===== src/rtl/vga_fb_prefetch_if.sv =====
// Handshake and BRAM bus bundle for the framebuffer prefetch engine.
// The engine connects through the slave modport; the requester/BRAM/VGA side uses master.
interface vga_fb_prefetch_if #(
    parameter int AW = 17
);
    logic          req_valid;
    logic          req_ready;
    logic [AW-1:0] req_addr;
    logic [AW-1:0] bram_addra;
    logic [AW-1:0] bram_addrb;
    logic [7:0]    bram_douta;
    logic [7:0]    bram_doutb;
    logic          out_valid;
    logic          out_ready;
    logic [47:0]   out_data;
    logic          busy;

    modport master (
        output req_valid, req_addr, bram_douta, bram_doutb, out_ready,
        input  req_ready, bram_addra, bram_addrb, out_valid, out_data, busy
    );

    modport slave (
        input  req_valid, req_addr, bram_douta, bram_doutb, out_ready,
        output req_ready, bram_addra, bram_addrb, out_valid, out_data, busy
    );
endinterface


===== src/rtl/vga_fb_prefetch.sv =====
// Framebuffer fetch engine: three two-byte BRAM beats per 48-bit word,
// little-endian assembly, and a small output FIFO drained by the VGA side.
//
//   state | meaning
//   IDLE  | waiting for a request; accepts when enough FIFO slots are free
//   ISSUE | driving BRAM addresses, one beat per cycle, 3*WORDS beats
module vga_fb_prefetch #(
    parameter int WORDS      = 1,
    parameter int FIFO_DEPTH = 4,
    parameter int AW         = 17
) (
    input  logic                 clk_75mhz_internal,
    input  logic                 rst,
    vga_fb_prefetch_if.slave     bus
);
    localparam int WW = (WORDS > 1) ? $clog2(WORDS) : 1;
    localparam int PW = (FIFO_DEPTH > 1) ? $clog2(FIFO_DEPTH) : 1;
    localparam int CW = $clog2(FIFO_DEPTH + 1);
    localparam logic [CW-1:0] DEPTH_C = CW'(FIFO_DEPTH);
    localparam logic [CW-1:0] WORDS_C = CW'(WORDS);

    typedef enum logic {IDLE = 1'b0, ISSUE = 1'b1} state_t;

    state_t        state_q, state_d;
    logic [AW-1:0] addr_q, addr_d;
    logic [1:0]    beat_q, beat_d;
    logic [WW-1:0] word_q, word_d;
    logic          cap_valid_q, cap_valid_d;
    logic [1:0]    cap_beat_q, cap_beat_d;
    logic [31:0]   asm_q, asm_d;
    logic [47:0]   mem_q [FIFO_DEPTH];
    logic [47:0]   mem_d [FIFO_DEPTH];
    logic [PW-1:0] wr_ptr_q, wr_ptr_d;
    logic [PW-1:0] rd_ptr_q, rd_ptr_d;
    logic [CW-1:0] count_q, count_d;
    logic [CW-1:0] resv_q, resv_d;

    logic ready_int;
    logic accept;
    logic issue;
    logic last_beat;
    logic push;
    logic pop;

    // resv_q counts stored words plus words still being fetched, so a push can never overflow
    assign ready_int = (state_q == IDLE) && ((DEPTH_C - resv_q) >= WORDS_C);
    assign accept    = bus.req_valid && ready_int;
    assign issue     = (state_q == ISSUE);
    assign last_beat = issue && (beat_q == 2'd2) && (word_q == WW'(WORDS - 1));
    assign push      = cap_valid_q && (cap_beat_q == 2'd2);
    assign pop       = (count_q != '0) && bus.out_ready;

    always_ff @(posedge clk_75mhz_internal) begin
        if (rst) begin
            state_q     <= IDLE;
            addr_q      <= '0;
            beat_q      <= '0;
            word_q      <= '0;
            cap_valid_q <= 1'b0;
            cap_beat_q  <= '0;
            asm_q       <= '0;
            wr_ptr_q    <= '0;
            rd_ptr_q    <= '0;
            count_q     <= '0;
            resv_q      <= '0;
            for (int i = 0; i < FIFO_DEPTH; i++) mem_q[i] <= '0;
        end else begin
            state_q     <= state_d;
            addr_q      <= addr_d;
            beat_q      <= beat_d;
            word_q      <= word_d;
            cap_valid_q <= cap_valid_d;
            cap_beat_q  <= cap_beat_d;
            asm_q       <= asm_d;
            wr_ptr_q    <= wr_ptr_d;
            rd_ptr_q    <= rd_ptr_d;
            count_q     <= count_d;
            resv_q      <= resv_d;
            for (int i = 0; i < FIFO_DEPTH; i++) mem_q[i] <= mem_d[i];
        end
    end

    always_comb begin
        state_d = state_q;
        unique case (state_q)
            IDLE:    if (accept) state_d = ISSUE;
            ISSUE:   if (last_beat) state_d = IDLE;
            default: state_d = IDLE;
        endcase
    end

    always_comb begin
        addr_d      = addr_q;
        beat_d      = beat_q;
        word_d      = word_q;
        asm_d       = asm_q;
        mem_d       = mem_q;
        wr_ptr_d    = wr_ptr_q;
        rd_ptr_d    = rd_ptr_q;
        count_d     = count_q;
        resv_d      = resv_q;
        cap_valid_d = issue;
        cap_beat_d  = beat_q;

        // Running address replaces base + 2*(3*word+beat); AW-bit adds give the wrap for free
        if (accept) begin
            addr_d = {bus.req_addr[AW-1:1], 1'b0};
            beat_d = '0;
            word_d = '0;
        end else if (issue) begin
            addr_d = addr_q + AW'(2);
            if (beat_q == 2'd2) begin
                beat_d = '0;
                word_d = word_q + WW'(1);
            end else begin
                beat_d = beat_q + 2'd1;
            end
        end

        if (cap_valid_q && (cap_beat_q == 2'd0)) asm_d[15:0]  = {bus.bram_doutb, bus.bram_douta};
        if (cap_valid_q && (cap_beat_q == 2'd1)) asm_d[31:16] = {bus.bram_doutb, bus.bram_douta};

        if (push) begin
            mem_d[wr_ptr_q] = {bus.bram_doutb, bus.bram_douta, asm_q};
            wr_ptr_d = (wr_ptr_q == PW'(FIFO_DEPTH - 1)) ? '0 : wr_ptr_q + PW'(1);
        end
        if (pop) begin
            rd_ptr_d = (rd_ptr_q == PW'(FIFO_DEPTH - 1)) ? '0 : rd_ptr_q + PW'(1);
        end

        if (push && !pop) count_d = count_q + CW'(1);
        if (!push && pop) count_d = count_q - CW'(1);

        if (accept) resv_d = resv_d + WORDS_C;
        if (pop)    resv_d = resv_d - CW'(1);
    end

    always_comb begin
        bus.req_ready  = ready_int;
        bus.bram_addra = addr_q;
        bus.bram_addrb = addr_q + AW'(1);
        bus.out_valid  = (count_q != '0);
        bus.out_data   = mem_q[rd_ptr_q];
        bus.busy       = (state_q != IDLE) || cap_valid_q;
    end
endmodule


===== src/flat_wrapper.sv =====
// flat-port wrapper written by rule: the top's interface ports become plain ports
module vga_fb_prefetch_flat 
#(
    parameter int WORDS      = 1,
    parameter int FIFO_DEPTH = 4,
    parameter int AW         = 17
)
  (clk_75mhz_internal, rst, bus_req_valid, bus_req_addr, bus_bram_douta, bus_bram_doutb, bus_out_ready, bus_req_ready, bus_bram_addra, bus_bram_addrb, bus_out_valid, bus_out_data, bus_busy);
  vga_fb_prefetch_if #(.AW(AW)) bus_i ();
  input  logic clk_75mhz_internal;
  input  logic rst;
  input wire logic [$bits(bus_i.req_valid)-1:0] bus_req_valid;
  input wire logic [$bits(bus_i.req_addr)-1:0] bus_req_addr;
  input wire logic [$bits(bus_i.bram_douta)-1:0] bus_bram_douta;
  input wire logic [$bits(bus_i.bram_doutb)-1:0] bus_bram_doutb;
  input wire logic [$bits(bus_i.out_ready)-1:0] bus_out_ready;
  output wire logic [$bits(bus_i.req_ready)-1:0] bus_req_ready;
  output wire logic [$bits(bus_i.bram_addra)-1:0] bus_bram_addra;
  output wire logic [$bits(bus_i.bram_addrb)-1:0] bus_bram_addrb;
  output wire logic [$bits(bus_i.out_valid)-1:0] bus_out_valid;
  output wire logic [$bits(bus_i.out_data)-1:0] bus_out_data;
  output wire logic [$bits(bus_i.busy)-1:0] bus_busy;
  assign bus_i.req_valid = bus_req_valid;
  assign bus_i.req_addr = bus_req_addr;
  assign bus_i.bram_douta = bus_bram_douta;
  assign bus_i.bram_doutb = bus_bram_doutb;
  assign bus_i.out_ready = bus_out_ready;
  assign bus_req_ready = bus_i.req_ready;
  assign bus_bram_addra = bus_i.bram_addra;
  assign bus_bram_addrb = bus_i.bram_addrb;
  assign bus_out_valid = bus_i.out_valid;
  assign bus_out_data = bus_i.out_data;
  assign bus_busy = bus_i.busy;
  vga_fb_prefetch #(.WORDS(WORDS), .FIFO_DEPTH(FIFO_DEPTH), .AW(AW)) u_core (.clk_75mhz_internal(clk_75mhz_internal), .rst(rst), .bus(bus_i));
endmodule

===== config.mk =====
export PLATFORM = sky130hd
export DESIGN_NAME = vga_fb_prefetch_flat
export DESIGN_NICKNAME = d
export VERILOG_FILES = /design/src/rtl/vga_fb_prefetch_if.sv /design/src/rtl/vga_fb_prefetch.sv /design/src/flat_wrapper.sv
export SDC_FILE = /design/constraint.sdc
export NUM_CORES = 1
export LEC_CHECK = 0
export CAP_MARGIN = 20
export CORE_UTILIZATION = 56
export CTS_BUF_LIST = sky130_fd_sc_hd__clkbuf_8 sky130_fd_sc_hd__clkbuf_16
export CTS_CLUSTER_DIAMETER = 150
export CTS_CLUSTER_SIZE = 40
export DETAILED_ROUTE_END_ITERATION = 12
export GPL_ROUTABILITY_DRIVEN = 0
export PLACE_DENSITY = 0.8
export SYNTH_ARGS = -nofsm -noshare
export SYNTH_HDL_FRONTEND = slang
export SYNTH_SLANG_ARGS = --single-unit

===== constraint.sdc =====
create_clock -name clk_75mhz_internal -period 3.51 [get_ports clk_75mhz_internal]
set_input_delay 0.702 -clock clk_75mhz_internal [delete_from_list [all_inputs] [get_ports clk_75mhz_internal]]
set_output_delay 0.702 -clock clk_75mhz_internal [all_outputs]
set_load 0.02 [all_outputs]

; ---- After elaboration in Yosys (flattened, before gate mapping)
; Cells that the tools add are included.
[op_classes]
n_addsub = 11
order_cmp = 4
n_eq_ne = 5
muxes = 18
bitwise_logic = 4
n_reduce_logical = 20
[op_table]
columns = operator, count
row1 = $bwmux W192, 1
row2 = $mux W48, 3
row3 = $bmux W48 S2, 1
row4 = $demux W48 S2, 1
row5 = $mux W17, 2
row6 = $add A17 B1 Y17 const B, 1
row7 = $add A17 B2 Y17 const B, 1
row8 = $mux W3, 4
row9 = $logic_and A1 B1 Y1, 11
row10 = $eq A2 B2 Y1 const B, 4
row11 = $add A2 B1 Y2 const B, 3
row12 = $add A3 B1 Y3 const B, 2
row13 = $ge A3 B3 Y1 const B, 2
row14 = $mux W2, 3
row15 = $not A2 Y3, 2
row16 = $sub A3 B1 Y3 const B, 2
row17 = $reduce_bool A2 Y1, 2
row18 = $ge A3 B1 Y1 const B, 1
row19 = $lt A3 B1 Y1 const B, 1
row20 = $reduce_bool A3 Y1, 1
row21 = $sub A3 B3 Y3 const A, 1
row22 = $eq A2 B1 Y1 const B, 1
row23 = $logic_not A1 Y1, 2
row24 = $logic_not A2 Y1, 1
row25 = 7 further kinds, 9
[word_totals]
ff_bits = 258
inputBits = 37
out_inout_bits = 85
word_cells = 79

; ---- Logic depth before layout (Yosys ltp)
[logic_depth]
depth_word = 7
depth_mapped = 10
depth_no_buf = 10

; ---- Worst setup path before layout
; Ideal clock, no wire load.
[synth_timing]
kind = register to register
from = reg u_core.resv_q[0]
to = reg u_core.resv_q[2]
setup_ps = 132
arrival_ps = 2298
t_required_ps = 3378
path_slack_ps = 1080
stages_incl_launch_ff = 11
n_path_buf = 0
synth_period_minus_slack_ps = 2430
cell_sequence = dfxtp_1 -> inv_1 -> ha_1 -> or2_1 -> o31ai_4 -> a22oi_1 -> ha_1 -> o311ai_0 -> xnor2_1 -> and3_1 -> nor3_1
[synth_via]
elab_chain_len = 7
word_cells_on_any_way = 8
cone_classes = add/sub: 3 / order compare: 1 / mux: 2 / reduce/logical: 2
[synth_lines]
columns = item, line_no
row1 = start: declaration, vga_fb_prefetch.sv:36  ; logic [CW-1:0] resv_q, resv_d;
row2 = start signal: assignment, vga_fb_prefetch.sv:78  ; resv_q <= resv_d;
row3 = $sub A3 B3 Y3, vga_fb_prefetch.sv:46  ; assign ready_int = (state_q == IDLE) && ((DEPTH_C - resv_q) >= WORDS_C);
row4 = $ge A3 B1 Y1, vga_fb_prefetch.sv:46
row5 = $logic_and A1 B1 Y1, vga_fb_prefetch.sv:46
row6 = $logic_and A1 B1 Y1, vga_fb_prefetch.sv:47  ; assign accept = bus.req_valid && ready_int;
row7 = $mux W3 (*), vga_fb_prefetch.sv:134  ; if (accept) resv_d = resv_d + WORDS_C;
row8 = $sub A3 B1 Y3, vga_fb_prefetch.sv:135  ; if (pop) resv_d = resv_d - CW'(1);
row9 = $mux W3 (*), vga_fb_prefetch.sv:135
; Mark *: on every way between the ends. The rest lies on a longest branch, timed or not.
; A chain may end at the register's enable or synchronous reset.

; ---- Final worst setup path
[layout_timing]
from = reg u_core.rd_ptr_q[0]
to = out bus_out_data[12]
[layout_via]
elab_chain_len = 4
[layout_lines]
columns = item, line_no
row1 = start: declaration, vga_fb_prefetch.sv:34  ; logic [PW-1:0] rd_ptr_q, rd_ptr_d;
row2 = start signal: assignment, vga_fb_prefetch.sv:76  ; rd_ptr_q <= rd_ptr_d;
row3 = $not A2 Y3 (implied by the code), vga_fb_prefetch.sv:143  ; bus.out_data = mem_q[rd_ptr_q];
row4 = $bmux W48 S2, vga_fb_prefetch.sv:143
row5 = $mux W48 (implied by the code) (2 in series), vga_fb_prefetch.sv:143
row6 = end: declaration, flat_wrapper.sv:21  ; output wire logic [$bits(bus_i.out_data)-1:0] bus_out_data;
; No other way between the ends. The select of a mux whose other input is x is not followed.

==> results.sh <==
export IMPL_core_area_um2=18800
export IMPL_dieWidth_um=141
export IMPL_diodes=0
export IMPL_fin_setup_tns_ns=0
export IMPL_wl_per_cell_um=17.1
export IMPL_pwr_density_cell_nw_per_um2=414
export IMPL_rows=50
export IMPL_critPathMaxFanout=27
export IMPL_clock_path_buffers=3
export IMPL_ff2ff_setup_slack_ns=1.01
export IMPL_max_vdd_ir_drop_mv=0.341
export IMPL_fin_nets=1366
export IMPL_drive_gt1_share_pct=7.67
export IMPL_dieArea_um2=19700
export IMPL_antenna_left=0
export IMPL_clock_sinks=257
export IMPL_clock_latency_ns=0.49
export IMPL_whs_ns=0.460
export IMPL_fp_dieH_um=141
export IMPL_final_hold_viol_count=0
export IMPL_syn_area_per_cell_um2=8.47
export IMPL_async_flop_share_pct=0
export IMPL_syn_nets=1317
export IMPL_cts_root_buf="clkbuf_16"
export IMPL_synth_ff_type="dfxtp_1"
export IMPL_ys_warn_count=0
export IMPL_netlist_top_cell_by_area="dfxtp_1"
export IMPL_final_common_cell="nand2_1"
export IMPL_grt_pass1_vias=8637
export IMPL_period_needed_ns=3.32
export IMPL_worstHoldStart="u_core.mem_q[136]"
export IMPL_cp_arrival_ns=2.61
export IMPL_cts_resized=0
export IMPL_whs_path_depth=2
export IMPL_worstSetupStartpointType="register"
export IMPL_r2r_start="u_core.resv_q[0]"
export IMPL_period_share_pct=94.5
export IMPL_multi_input_area_um2=5000
export IMPL_p_leak_uw=0.00388
export IMPL_min_delay_path_class="register to register"
export IMPL_setup_viol_count_final=0
export IMPL_final_cell_mix="nand2_1 (465), dfxtp_1 (255), a21oi_1 (243), clkdlybuf4s50_1 (117), mux4_2 (48)"
export IMPL_ys_top_cells_by_area="dfxtp_1 (48%), nand2_1 (16%), a21oi_1 (11%), mux4_2 (10%), clkbuf_1 (1.9%)"
export IMPL_gr_usage_all_layers_pct=27.2
export IMPL_dp_hpwl_um=16900
export IMPL_path_clk_slew_ns=0.14
export IMPL_synth_edf_count=0
export IMPL_fmax_mhz=302
export IMPL_drtIter0Drc=720
export IMPL_reg2reg_to="u_core.resv_q[2]"
export IMPL_ys_seq_area_share_pct=47.9
export IMPL_cp_cell_sequence="buf_12, mux4_2, clkdlybuf4s50_1"
export IMPL_io_buffer_count=118
export IMPL_htreeDepth=1
export IMPL_routed_wl_um=26500
export IMPL_finalClockSkew_ns=0.0282
export IMPL_critical_path_max_stage_delay_ns=0.70
export IMPL_drc_errors=0
export IMPL_drv_cap=0
export IMPL_slew_violations=0
export IMPL_r2r_cells=10
export IMPL_synthToLayoutAreaGrowth_pct=13.8
export IMPL_crit_path_end_kind="primary output"
export IMPL_tritoncts="done"
export IMPL_numCtsBuffers=10
export IMPL_synthCells=1268
export IMPL_worst_slew_pin_slew_ns=1.13
export IMPL_dr_pass1_iters=5
export IMPL_rsz0062_at_grt="no"
export IMPL_fillCellCount=1568
export IMPL_hold_path_endpoint="u_core.mem_q[136]"
export IMPL_synth_top_area_share_pct=47.9
export IMPL_hold_buffers=0
export IMPL_pin_count=122
export IMPL_syn_area_um2=10700
export IMPL_grt_overflow=0
export IMPL_cp_data_required_time_ns=2.81
export IMPL_status="finished clean"
export IMPL_cpMaxStageDelayCell="dfxtp_2"
export IMPL_regArea_um2=5150
export IMPL_synth_seq_cells=257
export IMPL_cts_setup_buffers=0
export IMPL_antenna_found_initial=0
export IMPL_grt_max_degree=114
export IMPL_initial_utilization_pct=57.3
export IMPL_avgViaCountPerCell=5.74
export IMPL_grt_pass1_wl_um=43000
export IMPL_slew_headroom_pct=24.3
export IMPL_worstSetupPathType="register to primary output"
export IMPL_synth_cell_types=44
export IMPL_vias=8907
critical path, delay by kind of cell, from the launching register on:
| kind | cells | cell delay [ns] |
|---|---|---|
| DFF | 1 | 0.70 |
| muxes | 1 | 0.55 |
| buffers and inverters | 2 | 0.86 |
stage by stage:
stage | power, uW | setup slack [ns] | area, um2 | std cells | utilization (%)
CTS | 5080 | 0.170 | 12200 | 1550 | 65.1
detailed placement | 3640 | 0.707 | 11900 | 1538 | 63.5
finish | 5060 | 0.194 | 12200 | 1551 | 65.2
global route | 5240 | 0.0664 | 12200 | 1551 | 65.2
floorplan | 3440 | 1.08 | 10700 | 1268 | -
global placement | 3640 | 0.705 | 11900 | 1538 | 63.5
area by class of cell:
| type | count | share of cell area [%] |
|---|---|---|
| Sequential cell | 257 | 42.1 |
| Multi-Input combinational cell | 887 | 40.9 |
| Tap cell | 234 | 2.39 |
| Inverter | 15 | 0.460 |
| Clock buffer | 11 | 2.25 |
| Timing Repair Buffer | 146 | 11.7 |
| Clock inverter | 1 | 0.245 |
registers in the layout (all words and copies together), names as in the netlist:
| signal | flops |
|---|---|
| u_core.wr_ptr_q | 2 |
| u_core.count_q | 3 |
| u_core.resv_q | 3 |
| u_core.beat_q | 2 |
| u_core.bus.bram_addra | 16 |
| u_core.word_q | 1 |
| u_core.rd_ptr_q | 2 |
| u_core.mem_q | 192 |
| u_core.cap_valid_q | 1 |
| u_core.cap_valid_d | 1 |
| u_core.cap_beat_q | 2 |
| u_core.asm_q | 32 |
metal layers:
layer  part of all wire, %  track usage [%]  routed length [um]  vias up
met3                   7.2             3.69                1900       61
li1                      -                -                   -     4286
met2                    48             46.7               12800      356
met4                   3.4             11.4                 896        0
met1                    41             34.6               11000     4204
met5                     0                0                   0        -
cell families (layout without fill, tap and decap cells):
logic type / after synthesis / in the layout / share of synthesized area (%)
simple gates: 539 / 539 / 20.2
compound gates: 269 / 269 / 13.3
flops: 257 / 257 / 47.9
buf+inv: 124 / 173 / 5.61
mux: 48 / 48 / 10.1
xor+xnor: 17 / 17 / 1.39
fa+ha+maj: 12 / 12 / 1.47
other cells: 2 / 2 / 0.0699
worst max-delay path by stage:
stage,cells after the start,startpoint,endpoint,slack (ns)
after floorplan,10,u_core.resv_q[0],u_core.resv_q[2],1.08
after CTS,3,u_core.rd_ptr_q[0],bus_out_data[12],0.17
after detailed placement,3,u_core.rd_ptr_q[0],bus_out_data[12],0.71
after global routing,3,u_core.rd_ptr_q[0],bus_out_data[13],0.07
after global placement,3,u_core.rd_ptr_q[0],bus_out_data[12],0.71
final,3,u_core.rd_ptr_q[0],bus_out_data[12],0.19
Yosys cell counts (2+ instances only):
master,count
o21ai_0,3
and3_1,2
or3_1,5
a21oi_1,243
mux4_2,48
a21o_1,2
a22oi_1,4
nor4_1,2
and2_1,5
a211oi_1,9
xor2_1,5
xnor2_1,12
nand4_2,2
inv_1,15
nor2b_1,3
ha_1,11
conb_1,2
buf_4,25
and3b_1,2
dfxtp_1,257
buf_2,29
nand2_1,465
nand2b_1,2
or2_2,3
clkbuf_1,54
nand3_1,10
nor3_1,11
a31oi_1,2
nor2_1,20
power by group:
part | total [uW] | switching, uW | internal [uW]
combinational | 538 | 302 | 236
clock | 1470 | 888 | 586
sequential | 3050 | 83.3 | 2970
No activity file was read; power rests on OpenSTA's default activity.
